==> src/rtl/jtag_master.sv <==
// jtag_master: host-side JTAG sequencer.
// Turns word-level commands (TAP reset, IR scan, DR scan) into TCK/TMS/TDI
// waveforms and collects TDO into a response word.
//
// Ports:
//   clk, TRST          system clock, synchronous active-high reset
//   cmd_valid/ready    command handshake; cmd_type, cmd_len, cmd_data latched on accept
//   rsp_valid/ready    response handshake; rsp_data holds captured TDO bits
//   busy               high from command acceptance until cmd_ready re-asserts
//   TCK, TMS, TDI, TDO JTAG pins
//
// Optional feature: define JTAG_MASTER_IDLE_CYCLES_EN to add cmd_idle[7:0],
// the number of extra Run-Test/Idle TCK cycles emitted after an IR/DR scan.
module jtag_master #(
  parameter int unsigned TCK_DIV = 2,
  parameter int unsigned MAX_LEN = 32,
  parameter int unsigned LEN_W   = 6
) (
  input  logic               clk,
  input  logic               TRST,
  input  logic               cmd_valid,
  output logic               cmd_ready,
  input  logic [1:0]         cmd_type,
  input  logic [LEN_W-1:0]   cmd_len,
  input  logic [MAX_LEN-1:0] cmd_data,
`ifdef JTAG_MASTER_IDLE_CYCLES_EN
  input  logic [7:0]         cmd_idle,
`endif
  output logic               rsp_valid,
  input  logic               rsp_ready,
  output logic [MAX_LEN-1:0] rsp_data,
  output logic               busy,
  output logic               TCK,
  output logic               TMS,
  output logic               TDI,
  input  logic               TDO
);

  localparam int unsigned PH_W  = $clog2(2 * TCK_DIV);
  localparam int unsigned CNT_W = (LEN_W > 8) ? LEN_W : 8;
  localparam logic [PH_W-1:0] PhRise = PH_W'(TCK_DIV - 1);
  localparam logic [PH_W-1:0] PhLast = PH_W'(2 * TCK_DIV - 1);

  typedef enum logic [3:0] {
    StRstSeq, StIdle, StSelDr, StSelIr, StCapture, StShift, StUpdate, StRtiRet, StResp
  } state_e;

  state_e             state_q, state_d;
  logic [PH_W-1:0]    ph_q, ph_d;
  logic [CNT_W-1:0]   cnt_q, cnt_d;
  logic [LEN_W-1:0]   len_q, len_d;
  logic [MAX_LEN-1:0] data_q, data_d;
  logic [MAX_LEN-1:0] rsp_data_q, rsp_data_d;
  logic               tck_q, tck_d, tms_q, tms_d, tdi_q, tdi_d;
  logic               cmd_ready_q, cmd_ready_d, rsp_valid_q, rsp_valid_d, busy_q, busy_d;
  logic [CNT_W-1:0]   len_m1;
  logic [7:0]         idle_lim;
  logic               slot_end;

`ifdef JTAG_MASTER_IDLE_CYCLES_EN
  logic [7:0] idle_q, idle_d;
  assign idle_lim = idle_q;
`else
  assign idle_lim = 8'd0;
`endif

  assign len_m1 = CNT_W'(len_q) - CNT_W'(1);

  always_comb begin
    state_d     = state_q;
    ph_d        = ph_q;
    cnt_d       = cnt_q;
    len_d       = len_q;
    data_d      = data_q;
    rsp_data_d  = rsp_data_q;
    tck_d       = tck_q;
    tms_d       = tms_q;
    tdi_d       = tdi_q;
    cmd_ready_d = cmd_ready_q;
    rsp_valid_d = rsp_valid_q;
    busy_d      = busy_q;
    slot_end    = 1'b0;
`ifdef JTAG_MASTER_IDLE_CYCLES_EN
    idle_d      = idle_q;
`endif

    // Bit-slot timing: low half then high half; TDO sampled on the slot's last cycle.
    if (state_q != StIdle && state_q != StResp) begin
      if (ph_q == PhLast) begin
        ph_d     = '0;
        tck_d    = 1'b0;
        slot_end = 1'b1;
      end else begin
        ph_d = ph_q + 1'b1;
        if (ph_q == PhRise) tck_d = 1'b1;
      end
    end

    case (state_q)
      StIdle: begin
        if (!cmd_ready_q) begin
          // Trailing cycle after a no-op command.
          cmd_ready_d = 1'b1;
          busy_d      = 1'b0;
        end else if (cmd_valid) begin
          cmd_ready_d = 1'b0;
          busy_d      = 1'b1;
          data_d      = cmd_data;
          rsp_data_d  = '0;
          ph_d        = '0;
          cnt_d       = '0;
          tck_d       = 1'b0;
          tdi_d       = 1'b0;
          tms_d       = 1'b1;
`ifdef JTAG_MASTER_IDLE_CYCLES_EN
          idle_d      = cmd_idle;
`endif
          if (cmd_len == '0) len_d = LEN_W'(1);
          else if (cmd_len > LEN_W'(MAX_LEN)) len_d = LEN_W'(MAX_LEN);
          else len_d = cmd_len;
          case (cmd_type)
            2'd0:    state_d = StRstSeq;
            2'd1:    state_d = StSelIr;
            2'd2:    state_d = StSelDr;
            default: state_d = StIdle;
          endcase
        end
      end
      StRstSeq: if (slot_end) begin
        if (cnt_q == CNT_W'(5)) begin
          state_d     = StIdle;
          cmd_ready_d = 1'b1;
          busy_d      = 1'b0;
        end else begin
          cnt_d = cnt_q + CNT_W'(1);
          tms_d = (cnt_q != CNT_W'(4));
        end
      end
      StSelDr: if (slot_end) begin
        state_d = StCapture;
        cnt_d   = '0;
        tms_d   = 1'b0;
      end
      StSelIr: if (slot_end) begin
        if (cnt_q == '0) begin
          cnt_d = CNT_W'(1);
        end else begin
          state_d = StCapture;
          cnt_d   = '0;
          tms_d   = 1'b0;
        end
      end
      // Two TMS=0 slots: Select -> Capture, Capture -> Shift.
      StCapture: if (slot_end) begin
        if (cnt_q == '0) begin
          cnt_d = CNT_W'(1);
        end else begin
          state_d = StShift;
          cnt_d   = '0;
          tms_d   = (len_q == LEN_W'(1));
          tdi_d   = data_q[0];
        end
      end
      StShift: if (slot_end) begin
        for (int i = 0; i < int'(MAX_LEN); i++) begin
          if (cnt_q == CNT_W'(i)) rsp_data_d[i] = TDO;
        end
        data_d = data_q >> 1;
        if (cnt_q == len_m1) begin
          state_d = StUpdate;
          tms_d   = 1'b1;
          tdi_d   = 1'b0;
        end else begin
          cnt_d = cnt_q + CNT_W'(1);
          tms_d = (cnt_q + CNT_W'(1) == len_m1);
          tdi_d = data_q[1];
        end
      end
      StUpdate: if (slot_end) begin
        state_d = StRtiRet;
        cnt_d   = '0;
        tms_d   = 1'b0;
      end
      // First slot lands in Run-Test/Idle, the rest are optional idle cycles.
      StRtiRet: if (slot_end) begin
        if (cnt_q == CNT_W'(idle_lim)) begin
          state_d     = StResp;
          rsp_valid_d = 1'b1;
        end else begin
          cnt_d = cnt_q + CNT_W'(1);
        end
      end
      StResp: begin
        if (rsp_ready) begin
          state_d     = StIdle;
          rsp_valid_d = 1'b0;
          cmd_ready_d = 1'b1;
          busy_d      = 1'b0;
        end
      end
      default: state_d = StRstSeq;
    endcase
  end

  always_ff @(posedge clk) begin
    if (TRST) begin
      state_q     <= StRstSeq;
      ph_q        <= '0;
      cnt_q       <= '0;
      len_q       <= '0;
      data_q      <= '0;
      rsp_data_q  <= '0;
      tck_q       <= 1'b0;
      tms_q       <= 1'b1;
      tdi_q       <= 1'b0;
      cmd_ready_q <= 1'b0;
      rsp_valid_q <= 1'b0;
      busy_q      <= 1'b1;
`ifdef JTAG_MASTER_IDLE_CYCLES_EN
      idle_q      <= '0;
`endif
    end else begin
      state_q     <= state_d;
      ph_q        <= ph_d;
      cnt_q       <= cnt_d;
      len_q       <= len_d;
      data_q      <= data_d;
      rsp_data_q  <= rsp_data_d;
      tck_q       <= tck_d;
      tms_q       <= tms_d;
      tdi_q       <= tdi_d;
      cmd_ready_q <= cmd_ready_d;
      rsp_valid_q <= rsp_valid_d;
      busy_q      <= busy_d;
`ifdef JTAG_MASTER_IDLE_CYCLES_EN
      idle_q      <= idle_d;
`endif
    end
  end

  assign cmd_ready = cmd_ready_q;
  assign rsp_valid = rsp_valid_q;
  assign rsp_data  = rsp_data_q;
  assign busy      = busy_q;
  assign TCK       = tck_q;
  assign TMS       = tms_q;
  assign TDI       = tdi_q;

endmodule

==> config.mk <==
export PLATFORM = sky130hd
export DESIGN_NAME = jtag_master
export DESIGN_NICKNAME = d
export VERILOG_FILES = /design/src/rtl/jtag_master.sv
export SDC_FILE = /design/constraint.sdc
export NUM_CORES = 1
export LEC_CHECK = 0
export ABC_AREA = 0
export CORE_AREA = 2 2 133 135
export DETAILED_ROUTE_END_ITERATION = 6
export DIE_AREA = 0 0 135 137
export HOLD_SLACK_MARGIN = 0.12
export PLACE_DENSITY_LB_ADDON = 0.25
export SLEW_MARGIN = 20
export SYNTH_ARGS = -nofsm -noshare
export SYNTH_HDL_FRONTEND = slang
export SYNTH_SLANG_ARGS = --single-unit
==> constraint.sdc <==
create_clock -name clk -period 7.6 [get_ports clk]
set_clock_uncertainty 0.15 [all_clocks]
set_input_delay 0.76 -clock clk [delete_from_list [all_inputs] [get_ports clk]]
set_output_delay 0.76 -clock clk [all_outputs]
set_load 0.005 [all_outputs]
==> results of run 1 <==
==> how the worst max path moves through the flow <==
stage          cells after the start                     from                   endpoint  slack (ns)
3_5_place_dp                       6                cmd_valid  rsp_data[31]$_SDFFE_PP0P_        4.07
5_1_grt                            6  state_q[3]$_SDFFE_PP0P_  rsp_data[15]$_SDFFE_PP0P_        4.07
3_3_place_gp                       6                cmd_valid  rsp_data[15]$_SDFFE_PP0P_        4.11
2_1_floorplan                      8    cnt_q[1]$_SDFFE_PP0P_           TMS$_SDFFE_PP1P_        5.15
4_1_cts                            6  state_q[3]$_SDFFE_PP0P_  rsp_data[31]$_SDFFE_PP0P_        4.12
6_report                           6  state_q[3]$_SDFFE_PP0P_      cnt_q[3]$_SDFFE_PP0P_        4.36
==> state kept, by name, summed over array words and instances (netlist names) <==
name       cells
data_q        32
rsp_data      32
cnt_q          8
len_q          6
state_q        4
ph_q           2
TCK            1
TDI            1
TMS            1
busy           1
cmd_ready      1
rsp_valid      1
==> cells by family (layout without fill, tap and decap cells) <==
family,Yosys count,after routing,share of synthesized area [%]
adder cells (fa/ha/maj),9,9,2.24
buffers and inverters,80,116,6.74
flip-flops,90,90,35.8
multiplexers,4,4,0.821
XOR/XNOR,15,15,3.18
AO/OA/AOI/OAI,200,200,26.1
AND/OR/NAND/NOR,266,266,25.1
==> cell usage in the layout (no fill, tap or decap), types with 4 or more instances in the layout <==
cell type        Yosys  routed
a21oi_1             74      74
a22oi_1              5       5
a311oi_1            34      34
a31oi_1              5       5
and2_1              11      11
buf_4                2       5
clkbuf_16            0       9
clkdlybuf4s50_1      0      81
dfxtp_1             90      90
ha_1                 9       9
inv_1               12      12
nand2_1            117     116
nand2b_1             6       6
nand3_1             13      12
nand3b_1             6       6
nand4_1              8       8
nor2_1              62      62
nor2b_1              5       5
nor3_1              12      12
nor4_1               4       4
o21ai_0             38      38
or3_1                4       4
xnor2_1              8       8
xor2_1               5       5
==> final cells by class <==
cell class | instances | area (sq um) | area share, %
Inverter | 13 | 48.8 | 0.786
Clock buffer | 11 | 243 | 3.91
Sequential cell | 90 | 1800 | 29.0
Clock inverter | 5 | 63.8 | 1.03
Multi-Input combinational cell | 494 | 2920 | 47.0
Tap cell | 225 | 282 | 4.53
Timing Repair Buffer | 87 | 853 | 13.7
==> layer usage <==
layer  part of all wire [%]  track usage, %
met1                     48            21.8
met2                     45            24.3
met3                    5.1            2.81
met4                    2.4            6.89
met5                      0               0
==> metrics by stage <==
step	setup slack, ns	cell area (sq um)	utilization (%)
finish	4.36	6210	36.4
global placement	4.11	5900	34.6
detailed placement	4.07	5900	34.6
floorplan	5.15	5030	-
global route	4.07	6210	36.4
CTS	4.12	6200	36.4
==> worst register-to-register path, delay by kind of cell, from the launching register on <==
kind | cells | cell delay, ns
DFF | 1 | 0.78
AOI/OAI and AO/OA | 1 | 0.37
and+or+nand+nor | 4 | 1.31
buffers and inverters | 1 | 0.54
==> power by group through the flow <==
stage	Combinational [uW]	Sequential, uW	Clock (uW)
after floorplan	27.6	486	0
after global placement	57.5	487	0
after detailed placement	58.3	487	0
after CTS	58.6	476	471
after global routing	63.7	477	488
final	58.2	477	456
==> impl_metrics.tcl, run 1 <==
set metrics [dict create \
    overflow 0 \
    r2r-start "state_q[3]$_SDFFE_PP0P_" \
    placed_cells 909 \
    holdPathStages 2 \
    synthMostInstantiatedCell "nand2_1" \
    antenna_found_initial 0 \
    cts_tree "built" \
    syn-instance-count 664 \
    fillers 1820 \
    tightest_slew_ns 0.988 \
    ctsResizeCount 0 \
    fin_tns_setup_ns 0 \
    swShare_pct 22.3 \
    clk_transition_reported_paths_ns 0.07 \
    place_congestion 0.807 \
    arrival_ns 3.33 \
    grt_max_degree 95 \
    worst_skew_pair.late_latency_ns 0.35 \
    drt_iter0_drc 329 \
    synth_top_area_share_pct 35.8 \
    hpwl_microns 9820 \
    power_uw 991 \
    drv_slew 0 \
    cts_buffer_depth 2 \
    hold_ws_ns 0.324 \
    vias_per_cell 5.29 \
    hold_class "reg -> reg" \
    synth-main-ff-cell "dfxtp_1" \
    first_global_vias 4607 \
    rows 48 \
    report.final.hold_viol_count 0 \
    track_usage_pct 15.9 \
    period_share_pct 42.7 \
    p_clk_share_pct 46.0 \
    numPortBuffers 82 \
    syn_to_final_growth_pct 23.4 \
    wl_per_cell_microns 15.6 \
    p_comb_share_pct 5.9 \
    cellPowerDensity_nw_per_um2 160 \
    end_kind "flop" \
    io_pins 83 \
    firstDrtPassIters 5 \
    synthArstFlopShare_pct 0 \
    grt_pass1_wl_microns 23500 \
    p_int_uw 770 \
    r2r_cells 6 \
    hold_buffers 0 \
    min_to "rsp_data[17]$_SDFFE_PP0P_" \
    maxCapViolCount 0 \
    rr_endpoint "cnt_q[3]$_SDFFE_PP0P_" \
    p_sw_uw 221 \
    ys_seq_area_share_pct 35.8 \
    cts_setup_buffers 0 \
    synth_nets 718 \
    drive_gt1_share_pct 5.57 \
    final_antenna_net_count 0 \
    yosysWarningCount 0 \
    ys_seq_elements 90 \
    cp_slowest_cell "dfxtp_1" \
    core-area_sq_um 17100 \
    htree_levels 3 \
    diodes 0 \
    fin_nets 749 \
    start_util_pct 29.5 \
    critPathBufInv 1 \
    power_leakage_uw 0.00217 \
    setup-violations-final 0 \
    vias 4889 \
    min_from "rsp_data[17]$_SDFFE_PP0P_" \
    cts_root_buf "clkbuf_16" \
    die_x_microns 135 \
    ys_types 69 \
    cpPeakStageDelay_ns 0.78 \
    avgSynthCellArea_sq_um 7.58 \
    worstPathCellList "nor2_1 > nand3_2 > buf_4 > or3_1 > nand3_1 > o41ai_1" \
    synth_area_sq_um 5030 \
    status "complete, no violations" \
    power_frac_seq_pct 48.1 \
    synth_edf_count 0 \
    crit_family "simple AND/OR/NAND/NOR gates" \
    rsz0062_at_grt "false" \
    die-area_sq_um 18500 \
    startpoint_type "flop" \
    cp_max_fo 63 \
    synth.area.top_cells "dfxtp_1, nand2_1, a21oi_1" \
    drcViolationCount 0 \
    criticalPathCategory "reg -> reg" \
    totalWireLength_microns 14400 \
    die_height_microns 137 \
    slew_headroom_pct 34.2 \
    final_cells 925 \
    max_freq_mhz 308 \
    synth.top_cells.by_count "nand2_1, dfxtp_1, a21oi_1" \
    reg2reg_slack_ns 4.36 \
    fin_crit_ns 3.24 \
    clock-sinks 90 \
    ir_worst_vdd_uv 86.7 \
    cts_buffers 9 \
    synth_top_cell_by_area "dfxtp_1" \
    crit_required_ns 7.69 \
]
Power figures use the tool's default switching activity.
==> inputs of run 2 (changes only) <==
Clock period 7.6 ns to 2.9 ns, I/O delays scaled along.
==> impl_metrics.tcl, run 2 (same netlist as run 1, synthesis figures left out) <==
set metrics [dict create \
    die_height_microns 137 \
    status "complete, no violations" \
    cp_slowest_cell "dfxtp_1" \
    tightest_slew_ns 0.696 \
    vias_per_cell 5.20 \
    final_cell_mix "nand2_1, dfxtp_1, clkdlybuf4s50_1" \
    fin_crit_ns 2.59 \
    diodes 0 \
    mostFrequentLayoutCell "nand2_1" \
    core-area_sq_um 17100 \
    slew_headroom_pct 53.5 \
    startpoint_type "flop" \
    criticalPathCategory "reg -> reg" \
    rows 48 \
    htree_levels 3 \
    critPathBufInv 0 \
    drv_slew 0 \
    totalWireLength_microns 15000 \
    wl_per_cell_microns 15.8 \
    grt_max_degree 79 \
    drt_iter0_drc 359 \
    die_x_microns 135 \
    drive_gt1_share_pct 9.22 \
    report.final.hold_viol_count 0 \
    pre_cts_ws_ns 0.293 \
    crit_family "compound AO/OA/AOI/OAI gates" \
    hpwl_microns 10500 \
    fin_nets 777 \
    final_antenna_net_count 0 \
    multi_input_area_sq_um 2920 \
    worstPathCellList "nor4_4 > and3_4 > a221o_1 > a211oi_2 > nand3_1 > o41ai_1" \
    syn_to_final_growth_pct 27.6 \
    max_freq_mhz 387 \
    clk_transition_reported_paths_ns 0.06 \
    grt_pass1_wl_microns 24400 \
    period_share_pct 89.2 \
    track_usage_pct 16.6 \
    clock-sinks 90 \
    ctsResizeCount 0 \
    arrival_ns 2.69 \
    fin_tns_setup_ns 0 \
    first_global_vias 4772 \
    setup-violations-final 0 \
    vias 4951 \
    ir_worst_vdd_uv 301 \
    overflow 0 \
    cts_tree "built" \
    worst_slack_ns 0.313 \
    maxCapViolCount 0 \
    cpPeakStageDelay_ns 0.55 \
    fillers 1769 \
    start_util_pct 29.5 \
    cts_root_buf "clkbuf_16" \
    numPortBuffers 82 \
    cp_max_fo 9 \
    rsz0062_at_grt "false" \
    io_pins 83 \
    worst_skew_pair.late_latency_ns 0.35 \
    power_leakage_uw 0.00232 \
    hold_class "in -> reg" \
    hold_buffers 0 \
    cts_setup_buffers 0 \
    end_kind "flop" \
    drcViolationCount 0 \
    firstDrtPassIters 5 \
    antenna_found_initial 0 \
    regArea_sq_um 1800 \
    place_congestion 0.848 \
    power_uw 2570 \
    cts_buffers 9 \
    die-area_sq_um 18500 \
    final_util_pct 37.6 \
    crit_required_ns 3.00 \
    cts_buffer_depth 2 \
    cellPowerDensity_nw_per_um2 400 \
]
==> run 2: cell types whose count changed in the layout (fill, tap and decap cells not counted), sizes merged <==
cell | before | now
clkinvlp | 1 | 0
buf | 6 | 34
clkbuf | 11 | 10
inv | 13 | 14
==> run 2: final timing paths <==
kind / start / depth (start not counted) / slack [ns] / to
min reg2reg: len_q[1]$_SDFFE_PP0P_ / 2 / 0.32 / len_q[1]$_SDFFE_PP0P_
min: TRST / 2 / 0.19 / data_q[31]$_SDFFE_PP0P_
max: cnt_q[7]$_SDFFE_PP0P_ / 6 / 0.31 / cnt_q[3]$_SDFFE_PP0P_
max reg2reg: cnt_q[7]$_SDFFE_PP0P_ / 6 / 0.31 / cnt_q[3]$_SDFFE_PP0P_
==> run 2: area by class of cell <==
class / instances / area share (%)
multi-input cells: 494 / 45.4
flip-flops and latches: 90 / 28.1
repair buffers: 115 / 17.0
well taps: 225 / 4.39
clock buffers: 10 / 3.57
clock inverters: 5 / 0.838
inverters: 13 / 0.760
==> run 2: power breakdown <==
| group | internal, uW | switching (uW) |
|---|---|---|
| sequential | 1240 | 6.80 |
| clock | 662 | 498 |
| combinational | 84.3 | 75.9 |
==> run 2: routing by layer <==
layer / wire [microns] / GRT usage, % / part of all wire (%) / vias to the layer above
li1: - / - / - / 2474
met1: 6970 / 21.7 / 46 / 2322
met2: 6890 / 26.2 / 46 / 124
met3: 775 / 4.04 / 5.2 / 31
met4: 365 / 6.71 / 2.4 / 0
met5: 0 / 0 / 0 / -
==> run 2: per-stage QoR <==
step	std cells	instance area, sq um	hold slack [ns]
after CTS	952	6410	0.176
after detailed placement	937	6130	0.312
after global placement	937	6130	0.306
after floorplan	664	5030	0.257
after global routing	952	6420	0.194
final	952	6420	0.186
==> inputs of run 3 (changes only) <==
Settings changed: CTS_CLUSTER_SIZE from default to 25, MAX_ROUTING_LAYER from default to met4, PLACE_DENSITY_LB_ADDON 0.25 to default.
==> impl_metrics.tcl, run 3 (same netlist as run 1, synthesis figures left out) <==
set metrics [dict create \
    start_util_pct 29.5 \
    arrival_ns 2.69 \
    track_usage_pct 16.5 \
    worstPathCellList "inv_1 > ha_1 > xor2_1 > xnor2_1 > o2111ai_1 > or3_1 > and4_1 > o21ba_1" \
    drcViolationCount 0 \
    report.final.hold_viol_count 0 \
    cellPowerDensity_nw_per_um2 414 \
    holdPathStages 2 \
    drt_iter0_drc 356 \
    min_from "len_q[1]$_SDFFE_PP0P_" \
    reg2reg_slack_ns 0.30 \
    drv_slew 0 \
    die_x_microns 135 \
    diodes 0 \
    fin_tns_setup_ns 0 \
    first_global_vias 4681 \
    final_antenna_net_count 0 \
    grt_max_degree 63 \
    status "complete, no violations" \
    fin_crit_ns 2.60 \
    die_height_microns 137 \
    cp_slowest_cell "or3_1" \
    cts_buffers 9 \
    period_share_pct 89.6 \
    cts_tree "built" \
    setup-violations-final 0 \
    startpoint_type "flop" \
    wl_per_cell_microns 15.2 \
    grt_pass1_wl_microns 23800 \
    cts_buffer_depth 2 \
    overflow 0 \
    drive_gt1_share_pct 9.34 \
    syn_to_final_growth_pct 28.2 \
    maxCapViolCount 0 \
    max_freq_mhz 385 \
    cp_max_fo 15 \
    end_kind "flop" \
    totalWireLength_microns 14500 \
    htree_levels 3 \
    cpPeakStageDelay_ns 0.56 \
    finalInstanceArea_sq_um 6450 \
    cts_root_buf "clkbuf_16" \
    vias 4893 \
    hpwl_microns 10300 \
    fillers 1779 \
    r2r-start "len_q[0]$_SDFFE_PP0P_" \
    slew_headroom_pct 45.8 \
    fin_nets 777 \
    worst_skew_pair.late_latency_ns 0.34 \
    clk_transition_reported_paths_ns 0.07 \
    place_congestion 0.946 \
    numPortBuffers 82 \
    mostFrequentLayoutCell "nand2_1" \
    clock-sinks 90 \
    rsz0062_at_grt "false" \
    ir_worst_vdd_uv 275 \
    final_cell_mix "nand2_1, dfxtp_1, clkdlybuf4s50_1" \
    core-area_sq_um 17100 \
    multi_input_area_sq_um 2920 \
    ctsResizeCount 0 \
    hold_class "reg -> reg" \
    vias_per_cell 5.13 \
    rr_endpoint "cnt_q[1]$_SDFFE_PP0P_" \
    die-area_sq_um 18500 \
    antenna_found_initial 0 \
    io_pins 83 \
    tightest_slew_ns 0.813 \
    criticalPathCategory "reg -> reg" \
    regArea_sq_um 1800 \
    place_area_sq_um 6120 \
    crit_required_ns 2.99 \
    rows 48 \
    min_to "len_q[1]$_SDFFE_PP0P_" \
    r2r_cells 8 \
    firstDrtPassIters 5 \
    power_leakage_uw 0.00233 \
]
-- run 3: cell count changes in the layout (fill, tap and decap cells not counted) --
cell / change
dlygate4sd3_1: +1
or3_4: -1
clkbuf_8: +4
clkbuf_1: -1
buf_12: -1
a21oi_2: +1
clkinv_2: -2
a21oi_1: -1
or3_1: +1
-- run 3: worst max-delay path by stage --
stage                                     start               endpoint  cells after the start
after floorplan           cnt_q[1]$_SDFFE_PP0P_       TMS$_SDFFE_PP1P_                      8
after global placement    len_q[0]$_SDFFE_PP0P_  cnt_q[1]$_SDFFE_PP0P_                      8
after detailed placement  len_q[0]$_SDFFE_PP0P_  cnt_q[1]$_SDFFE_PP0P_                      8
after CTS                 len_q[0]$_SDFFE_PP0P_  cnt_q[1]$_SDFFE_PP0P_                      8
after global routing      len_q[0]$_SDFFE_PP0P_  cnt_q[3]$_SDFFE_PP0P_                      6
final                     len_q[0]$_SDFFE_PP0P_  cnt_q[1]$_SDFFE_PP0P_                      8
-- run 3: repair_timing --
| item | in CTS | in global routing |
|---|---|---|
| hold endpoints to repair | 2 | 0 |
| buffers inserted | 0 | 0 |
| hold buffers | 1 | 0 |
-- run 3: metal layers --
layer	vias up	track usage (%)	share of wire, %
met2	149	25.4	46
met3	22	4.56	6.9
met4	0	4.40	1.5
met1	2245	21.4	46
met5	-	-	0
li1	2477	-	-
-- run 3: final cells by class --
class | instances | share of cell area (%)
Sequential cell | 90 | 27.9
Clock inverter | 3 | 0.679
Clock buffer | 13 | 4.35
Inverter | 13 | 0.757
Tap cell | 225 | 4.36
Multi-Input combinational cell | 494 | 45.2
Timing Repair Buffer | 115 | 16.7
-- run 3: critical path, delay by kind of cell (launching register included) --
kind	cells	cell delay, ns
AOI/OAI and AO/OA	2	0.36
xor gates and xnor gates	2	0.41
adders and majority gates	1	0.28
buffers and inverters	1	0.06
DFF	1	0.40
and+or+nand+nor	2	0.84
-- run 3: power breakdown --
part           internal [uW]  total [uW]  switching, uW  leakage (uW)
clock                    764        1260            495      0.000162
sequential              1240        1250           5.38      0.000725
combinational           85.5         163           77.4       0.00144
total                   2090        2670            578       0.00233
-- run 3: metrics by stage --
stage / instances / utilization [%] / total power [uW] / setup slack [ns] / hold WS [ns]
after CTS: 953 / 37.8 / 2710 / 0.297 / 0.322
after detailed placement: 936 / 35.9 / 1440 / 0.312 / 0.309
after global routing: 953 / 37.8 / 2780 / 0.0437 / 0.341
final: 953 / 37.8 / 2670 / 0.302 / 0.322
after global placement: 936 / 35.9 / 1440 / 0.309 / 0.311
after floorplan: 664 / - / 1350 / 0.454 / 0.257
